File: src/rtl/id_lexer.sv
// ============================================================================
//  Module  : id_lexer
//  Brief   : Streaming letter+digit+ identifier recogniser with token pulse,
//            token length and wrapping token counter.
//            Optional macro LEXER_UNDERSCORE_EN makes '_' a letter.
//  Revision: 1.0 - initial release
// ============================================================================
`default_nettype none

module id_lexer #(
  parameter int CHAR_W  = 8,
  parameter int MAX_LEN = 16,
  parameter int CNT_W   = 8,
  localparam int LEN_W  = $clog2(MAX_LEN + 1)
) (
  input  logic              clk,
  input  logic              rst_n,
  input  logic              in_valid,
  input  logic [CHAR_W-1:0] char,
  input  logic              clear,
  output logic              match,
  output logic [LEN_W-1:0]  cur_len,
  output logic              too_long,
  output logic              tok_valid,
  output logic [LEN_W-1:0]  tok_len,
  output logic [CNT_W-1:0]  tok_cnt
);

  localparam logic [1:0] S_IDLE  = 2'd0;
  localparam logic [1:0] S_ALPHA = 2'd1;
  localparam logic [1:0] S_DIGIT = 2'd2;
  localparam logic [1:0] S_ERR   = 2'd3;

  localparam logic [LEN_W-1:0] C_MAX_LEN = LEN_W'(MAX_LEN);
  localparam logic [LEN_W-1:0] C_ONE     = LEN_W'(1);

  logic [1:0]       r_state;
  logic [LEN_W-1:0] r_len;
  logic             r_too_long;
  logic             r_tok_valid;
  logic [LEN_W-1:0] r_tok_len;
  logic [CNT_W-1:0] r_tok_cnt;

  logic [7:0]       w_lo;
  logic             w_hi_ok;
  logic             w_us;
  logic             w_is_l;
  logic             w_is_d;
  logic             w_at_max;
  logic [1:0]       w_state_nx;
  logic [LEN_W-1:0] w_len_nx;
  logic             w_too_long_nx;
  logic             w_tok;

  assign w_lo = char[7:0];

  // Any bit above the ASCII byte disqualifies the character from L and D.
  generate
    if (CHAR_W > 8) begin : g_wide
      assign w_hi_ok = ~|char[CHAR_W-1:8];
    end else begin : g_narrow
      assign w_hi_ok = 1'b1;
    end
  endgenerate

`ifdef LEXER_UNDERSCORE_EN
  assign w_us = (w_lo == 8'h5F);
`else
  assign w_us = 1'b0;
`endif

  assign w_is_l = w_hi_ok && (((w_lo >= 8'h61) && (w_lo <= 8'h7A)) ||
                              ((w_lo >= 8'h41) && (w_lo <= 8'h5A)) || w_us);
  assign w_is_d = w_hi_ok && (w_lo >= 8'h30) && (w_lo <= 8'h39);
  assign w_at_max = (r_len == C_MAX_LEN);

  always_comb begin
    w_state_nx    = r_state;
    w_len_nx      = r_len;
    w_too_long_nx = r_too_long;
    w_tok         = 1'b0;
    case (r_state)
      S_IDLE: begin
        if (w_is_l) begin
          w_state_nx = S_ALPHA;
          w_len_nx   = C_ONE;
        end else if (w_is_d) begin
          w_state_nx    = S_ERR;
          w_too_long_nx = 1'b0;
        end
      end
      S_ALPHA: begin
        if (w_is_l || w_is_d) begin
          if (w_at_max) begin
            w_state_nx    = S_ERR;
            w_too_long_nx = 1'b1;
          end else begin
            w_state_nx = w_is_d ? S_DIGIT : S_ALPHA;
            w_len_nx   = r_len + C_ONE;
          end
        end else begin
          w_state_nx = S_IDLE;
          w_len_nx   = '0;
        end
      end
      S_DIGIT: begin
        if (w_is_d) begin
          if (w_at_max) begin
            w_state_nx    = S_ERR;
            w_too_long_nx = 1'b1;
          end else begin
            w_len_nx = r_len + C_ONE;
          end
        end else if (w_is_l) begin
          // A letter both closes the token and opens the next run.
          w_tok      = 1'b1;
          w_state_nx = S_ALPHA;
          w_len_nx   = C_ONE;
        end else begin
          w_tok      = 1'b1;
          w_state_nx = S_IDLE;
          w_len_nx   = '0;
        end
      end
      default: begin
        if (!(w_is_l || w_is_d)) begin
          w_state_nx    = S_IDLE;
          w_len_nx      = '0;
          w_too_long_nx = 1'b0;
        end
      end
    endcase
  end

  always_ff @(posedge clk or negedge rst_n) begin
    if (!rst_n) begin
      r_state     <= S_IDLE;
      r_len       <= '0;
      r_too_long  <= 1'b0;
      r_tok_valid <= 1'b0;
      r_tok_len   <= '0;
      r_tok_cnt   <= '0;
    end else if (clear) begin
      r_state     <= S_IDLE;
      r_len       <= '0;
      r_too_long  <= 1'b0;
      r_tok_valid <= 1'b0;
    end else if (in_valid) begin
      r_state     <= w_state_nx;
      r_len       <= w_len_nx;
      r_too_long  <= w_too_long_nx;
      r_tok_valid <= w_tok;
      if (w_tok) begin
        r_tok_len <= r_len;
        r_tok_cnt <= r_tok_cnt + 1'b1;
      end
    end else begin
      r_tok_valid <= 1'b0;
    end
  end

  assign match     = (r_state == S_DIGIT);
  assign cur_len   = r_len;
  assign too_long  = r_too_long;
  assign tok_valid = r_tok_valid;
  assign tok_len   = r_tok_len;
  assign tok_cnt   = r_tok_cnt;

endmodule

`default_nettype wire

File: config.mk
export PLATFORM = sky130hd
export DESIGN_NAME = id_lexer
export DESIGN_NICKNAME = d
export VERILOG_FILES = /design/src/rtl/id_lexer.sv
export SDC_FILE = /design/constraint.sdc
export NUM_CORES = 1
export LEC_CHECK = 0
export ABC_AREA = 1
export CORE_UTILIZATION = 50
export CTS_CLUSTER_DIAMETER = 60
export DETAILED_ROUTE_END_ITERATION = 10
export GPL_TIMING_DRIVEN = 0
export PLACE_DENSITY = 0.84
export SKIP_CTS_REPAIR_TIMING = 1
export SLEW_MARGIN = 20
export SYNTH_ARGS = -nofsm -noshare
export SYNTH_HDL_FRONTEND = slang
export SYNTH_SLANG_ARGS = --single-unit
File: constraint.sdc
create_clock -name clk -period 3 [get_ports clk]
set_clock_uncertainty 0.1 [all_clocks]
set_input_delay 0.45 -clock clk [delete_from_list [all_inputs] [get_ports clk]]
set_output_delay 0.45 -clock clk [all_outputs]
set_load 0.005 [all_outputs]
==> metrics.txt, run 1 <==
MaxCap Viol Count=0; GR Util All Layers=23.2%; CP max stage cell=clkdlybuf4s50_1; Final setup viols=0; Slew @ Worst Pin=~0.48 ns; Final TNS setup=0 ns; vias in the first global route=1163; violated checks=negative hold slack; Fmax=434 MHz; critical path class=register to output port; ratio of cells with drive above 1 in the final layout=14.6%; flop2flop setup slack=between 1 and 1.5 ns; RePlAce Congestion=0.828; critical path endpoint category=output port; clk slew on worst S/H paths=0.13 ns; Yosys cell types=25; Clock Latency Late Sink=approximately 0.32 ns; P_leak=0.000912 uW; Seq/Total Area, Yosys=39.0%; standard-cell rows=18; Syn Inst Count=177; cell depth of the worst setup path=3; Root Driver=clkbuf_4; core area=0.00257 sq mm; Synth Cell Area=0.00141 sq mm; RSZ-0062 raised after global routing=no; starting density of the core=55.0%; hold slack=-0.0385 ns; area grow syn2layout=28.7%; CTS tree=built; H-tree depth=1; Buf/Inv on CP=2; Tot Pwr=around 1100 uW; Rel. slew slack=67.7%; final hold vios=22; count of input and output buffers=32; fin crit share=76.8%; Cell Chain, Critical Path=inv_1 -> ha_1 -> clkdlybuf4s50_1; WP data arrival=1.75 ns; wire length per cell=between 10 and 15 um; Via-to-Cell Ratio=between 5 and 6; warnings from Yosys=0; Post-synth top flop=dfrtp_1; Vias=1273; clock sinks=22; antenna violations before repair=0; Die ar.=0.00304 sq mm; status=complete, but fails checks; cell family with most CP delay=buffers and inverters; Final min period=2.30 ns; Final ANT Viol Nets=0; number of diodes=0; GRT overflow=0; FF+latch count, synth=22; ys async rst share=100%; Num CTS Buffers=3; pins over their slew limit=0; reg2reg path depth=11; WP data required=2.45 ns; DIE HEIGHT=55.1 um; first-pass GRT wire length=4.94 mm; Final HPWL DP=2.35 mm; Mapped Nets=196; Avg Cell Area, Syn=7.97 sq um; initial drt markers=34; delay of the slowest critical-path stage=between 0.5 and 0.6 ns; DRT Pass-1 Iters=5; crit path launch type=register; residual DRC count=0; HP Class=input pin to async pin; Post-synth EDFFs=0; final WL=3.06 mm; overall die width=approximately 55 um; CP Max Fanout=7; # nets final=about 230; pin count of the biggest net entering global routing=23; clk buf depth=2; I/O pin count=33; Pwr Density=621 mW/mm^2; maximum VDD drop=0.000488 V
cells in the mapped netlist, types with 2 or more instances:
cell type | instances | area (sq um)
nor2_4 | 4 | 45.0
nand2_1 | 51 | 191
nand3_4 | 2 | 35.0
xor2_1 | 2 | 17.5
nor2_1 | 8 | 30.0
dfrtp_1 | 22 | 551
nand3_1 | 16 | 80.1
inv_1 | 17 | 63.8
o21ai_1 | 13 | 65.1
nand4_1 | 4 | 25.0
nand3_2 | 2 | 20.0
inv_2 | 7 | 26.3
nand2_4 | 6 | 67.6
o21ai_0 | 2 | 10.0
a21oi_1 | 3 | 15.0
xnor2_1 | 3 | 26.3
ha_1 | 7 | 87.6
worst paths after layout:
kind | to | start
worst min register to register | tok_len[2] | tok_len[2]
max in group asynchronous | tok_cnt[7] | rst_n
worst min-delay path | cur_len[3] | rst_n
worst max register to register | tok_cnt[7] | r_state[0]
min in group clk | tok_len[2] | tok_len[2]
worst max-delay path | match | r_state[0]
metrics by stage:
| stage | area [sq um] | setup WS (ns) | util (%) | std cells |
|---|---|---|---|---|
| after floorplan | 1410 | 1.34 | - | 177 |
| after global placement | 1770 | 0.971 | 68.9 | 239 |
| after detailed placement | 1770 | 0.908 | 68.9 | 239 |
| after CTS | 1820 | 0.691 | 71.0 | 243 |
| after global routing | 1820 | 0.618 | 70.8 | 243 |
| final | 1820 | 0.697 | 70.8 | 243 |
logic make-up after synthesis:
logic type / Yosys count / share of synthesized area [%]
AOI/OAI and AO/OA: 19 / 6.91
adders and majority gates: 7 / 6.21
and+or+nand+nor: 98 / 37.6
DFF: 22 / 39.0
buffers and inverters: 26 / 7.18
xor gates and xnor gates: 5 / 3.10
report_power, final:
part | total, uW | switching [uW] | internal, uW
Combinational | 472 | 243 | 230
Sequential | 421 | 62.3 | 359
Clock | 235 | 99.8 | 135
worst register-to-register path, delay by kind of cell (launching register included):
kind	cells	cell delay (ns)
fa+ha+maj	1	0.34
buf+inv	3	0.28
flops	1	0.44
simple gates	7	0.61
final cells by class:
type	count	area, sq um
multi-input cells	129	759
inverters	25	96.3
well taps	30	37.5
fillers	193	751
clock inverters	1	30.0
plain buffers	1	5.00
clock buffers	3	22.5
repair buffers	32	315
flip-flops and latches	22	551
flip-flops by register name, indices dropped and copies added, names as in the netlist:
name	cells
cur_len	5
r_state	2
tok_cnt	8
tok_len	5
tok_valid	1
too_long	1
placed cells by master, fill, tap and decap left out, types with 2 or more instances in the layout:
| master | instances |
|---|---|
| nand4_1 | 4 |
| nor2_1 | 8 |
| buf_2 | 2 |
| ha_1 | 7 |
| xor2_1 | 2 |
| inv_1 | 17 |
| nand2_1 | 51 |
| clkdlybuf4s50_1 | 31 |
| xnor2_1 | 3 |
| inv_2 | 7 |
| dfrtp_1 | 22 |
| nand3_2 | 2 |
| nand2_4 | 6 |
| clkbuf_4 | 3 |
| nand3_1 | 16 |
| nand3_4 | 2 |
| nor2_4 | 4 |
| o21ai_0 | 2 |
| o21ai_1 | 13 |
| a21oi_1 | 3 |
per-layer routing:
layer	share of wire (%)	GRT usage (%)	vias up	wire length, um
met5	0	0	-	0
met4	2.0	9.58	0	60
met3	3.3	3.55	7	101
met2	51	40.4	27	1550
met1	44	28.1	600	1350
li1	-	-	639	-
Note: power is estimated with default switching activity, not from simulation.
==> run 2: changes to the inputs <==
- CORE_UTILIZATION: 50 -> 45
- PLACE_DENSITY: 0.84 -> 0.8
- clock period: 3 -> 2 ns (I/O delays scaled with it)
==> metrics.txt, run 2 (synthesis results as in run 1) <==
fin crit share=roughly 96%; GRT overflow=0; CP Max Fanout=7; residual DRC count=2; WP data required=between 1.5 and 2 ns; pins over their slew limit=0; number of diodes=0; DIE HEIGHT=58.0 um; register area=551 sq um; critical path class=register to output port; violated checks=design-rule violations; Pwr Density=872 mW/mm^2; area used by multi-input combinational logic=772 sq um; pre-CTS WS=slightly below 0.04 ns; CTS tree=built; wire length per cell=11.3 um; standard-cell rows=19; HP Class=input pin to async pin; hold slack=0.373 ns; core area=0.00285 sq mm; Placed Area=0.00177 sq mm; I/O pin count=33; Clock Latency Late Sink=0.30 ns; Cell Chain, Critical Path=inv_2 -> ha_4 -> clkdlybuf4s50_1; Final setup viols=0; Buf/Inv on CP=2; max FFs per register=8; clk buf depth=2; clk slew on worst S/H paths=roughly 0.11 ns; RePlAce Congestion=0.872; Final min period=1.91 ns; RSZ-0062 raised after global routing=no; Via-to-Cell Ratio=4.91; area grow syn2layout=29.9%; MaxCap Viol Count=0; WP data arrival=1.51 ns; cell family with most CP delay=buffers and inverters; final WL=2.79 mm; status=complete, but fails checks; P_leak=0.000917 uW; post-route cell area=0.00183 sq mm; Num CTS Buffers=3; Fmax=523 MHz; critical path endpoint category=output port; count of input and output buffers=32; Final TNS setup=0 ns; starting density of the core=49.5%; final hold vios=0; Rel. slew slack=68.8%; Root Driver=clkbuf_4; clock sinks=22; maximum VDD drop=0.000481 V; crit path launch type=register; vias in the first global route=~1100; first-pass GRT wire length=around 4.6 mm; # nets final=around 240; Die ar.=0.00336 sq mm; GR Util All Layers=17.6%; initial drt markers=65; Vias=1214; DRT Pass-1 Iters=7; delay of the slowest critical-path stage=0.50 ns; ratio of cells with drive above 1 in the final layout=16.2%; pin count of the biggest net entering global routing=23; Slew @ Worst Pin=around 0.47 ns; commonest non-fill, non-tap cell in the layout=nand2_1; Final HPWL DP=2.14 mm; H-tree depth=1; Core Util, Final=between 60 and 70%; overall die width=around 58 um; Final ANT Viol Nets=0; Fillers=253; commonest non-fill, non-tap cells in the layout=nand2_1, clkdlybuf4s50_1, dfrtp_1; antenna violations before repair=0; CP max stage cell=clkdlybuf4s50_1; post-route worst setup slack=a little under 0.09 ns
## run 2: area by class of cell
cell class                      instances  share of cell area, %
Buffer                                  1                  0.273
Sequential cell                        22                   30.0
Clock buffer                            3                   1.23
Timing Repair Buffer                   36                   19.0
Multi-Input combinational cell        129                   42.1
Inverter                               25                   5.26
Tap cell                               31                   2.12
## run 2: path summary, 6_finish.rpt
path | start | endpoint | slack (ns) | cells past startpoint
max | r_state[0] | match | 0.09 | 3
min | rst_n | tok_cnt[3] | 0.37 | 2
max in group asynchronous | rst_n | tok_cnt[4] | 1.11 | 2
min reg2reg | tok_len[3] | tok_len[3] | 0.41 | 2
max reg2reg | r_state[0] | r_state[1] | 0.23 | 9
min in group clk | tok_len[3] | tok_len[3] | 0.41 | 2
## run 2: metrics by stage
stage | instances | power (uW)
2_1_floorplan | 177 | 1050
3_3_place_gp | 240 | 1330
3_5_place_dp | 240 | 1350
4_1_cts | 243 | 1550
5_1_grt | 247 | 1730
6_report | 247 | 1600
## run 2: report_power, final
group | leakage, uW | internal, uW | total (uW) | switching [uW]
Clock | 0.0000138 | 70.2 | 193 | 122
Combinational | 0.000606 | 389 | 768 | 379
Sequential | 0.000298 | 538 | 638 | 99.8
## run 2: worst reg2reg max path, stage by stage, from the launching register on
cell and delay, ns:
dfrtp_1 0.43, inv_2 0.07, ha_4 0.18, buf_4 0.13, nor4_2 0.35, nand2_4 0.12, nand2_4 0.10, nor2_4 0.05
nand3_1 0.09, nand2_1 0.05
## run 2: layer usage
| metal | vias to the layer above | global-route usage (%) | wire length, um |
|---|---|---|---|
| met2 | 28 | 27.1 | 1330 |
| met4 | 0 | 3.06 | 16 |
| met5 | - | 0 | 0 |
| met1 | 537 | 25.3 | 1330 |
| met3 | 2 | 4.46 | 119 |
| li1 | 647 | - | - |
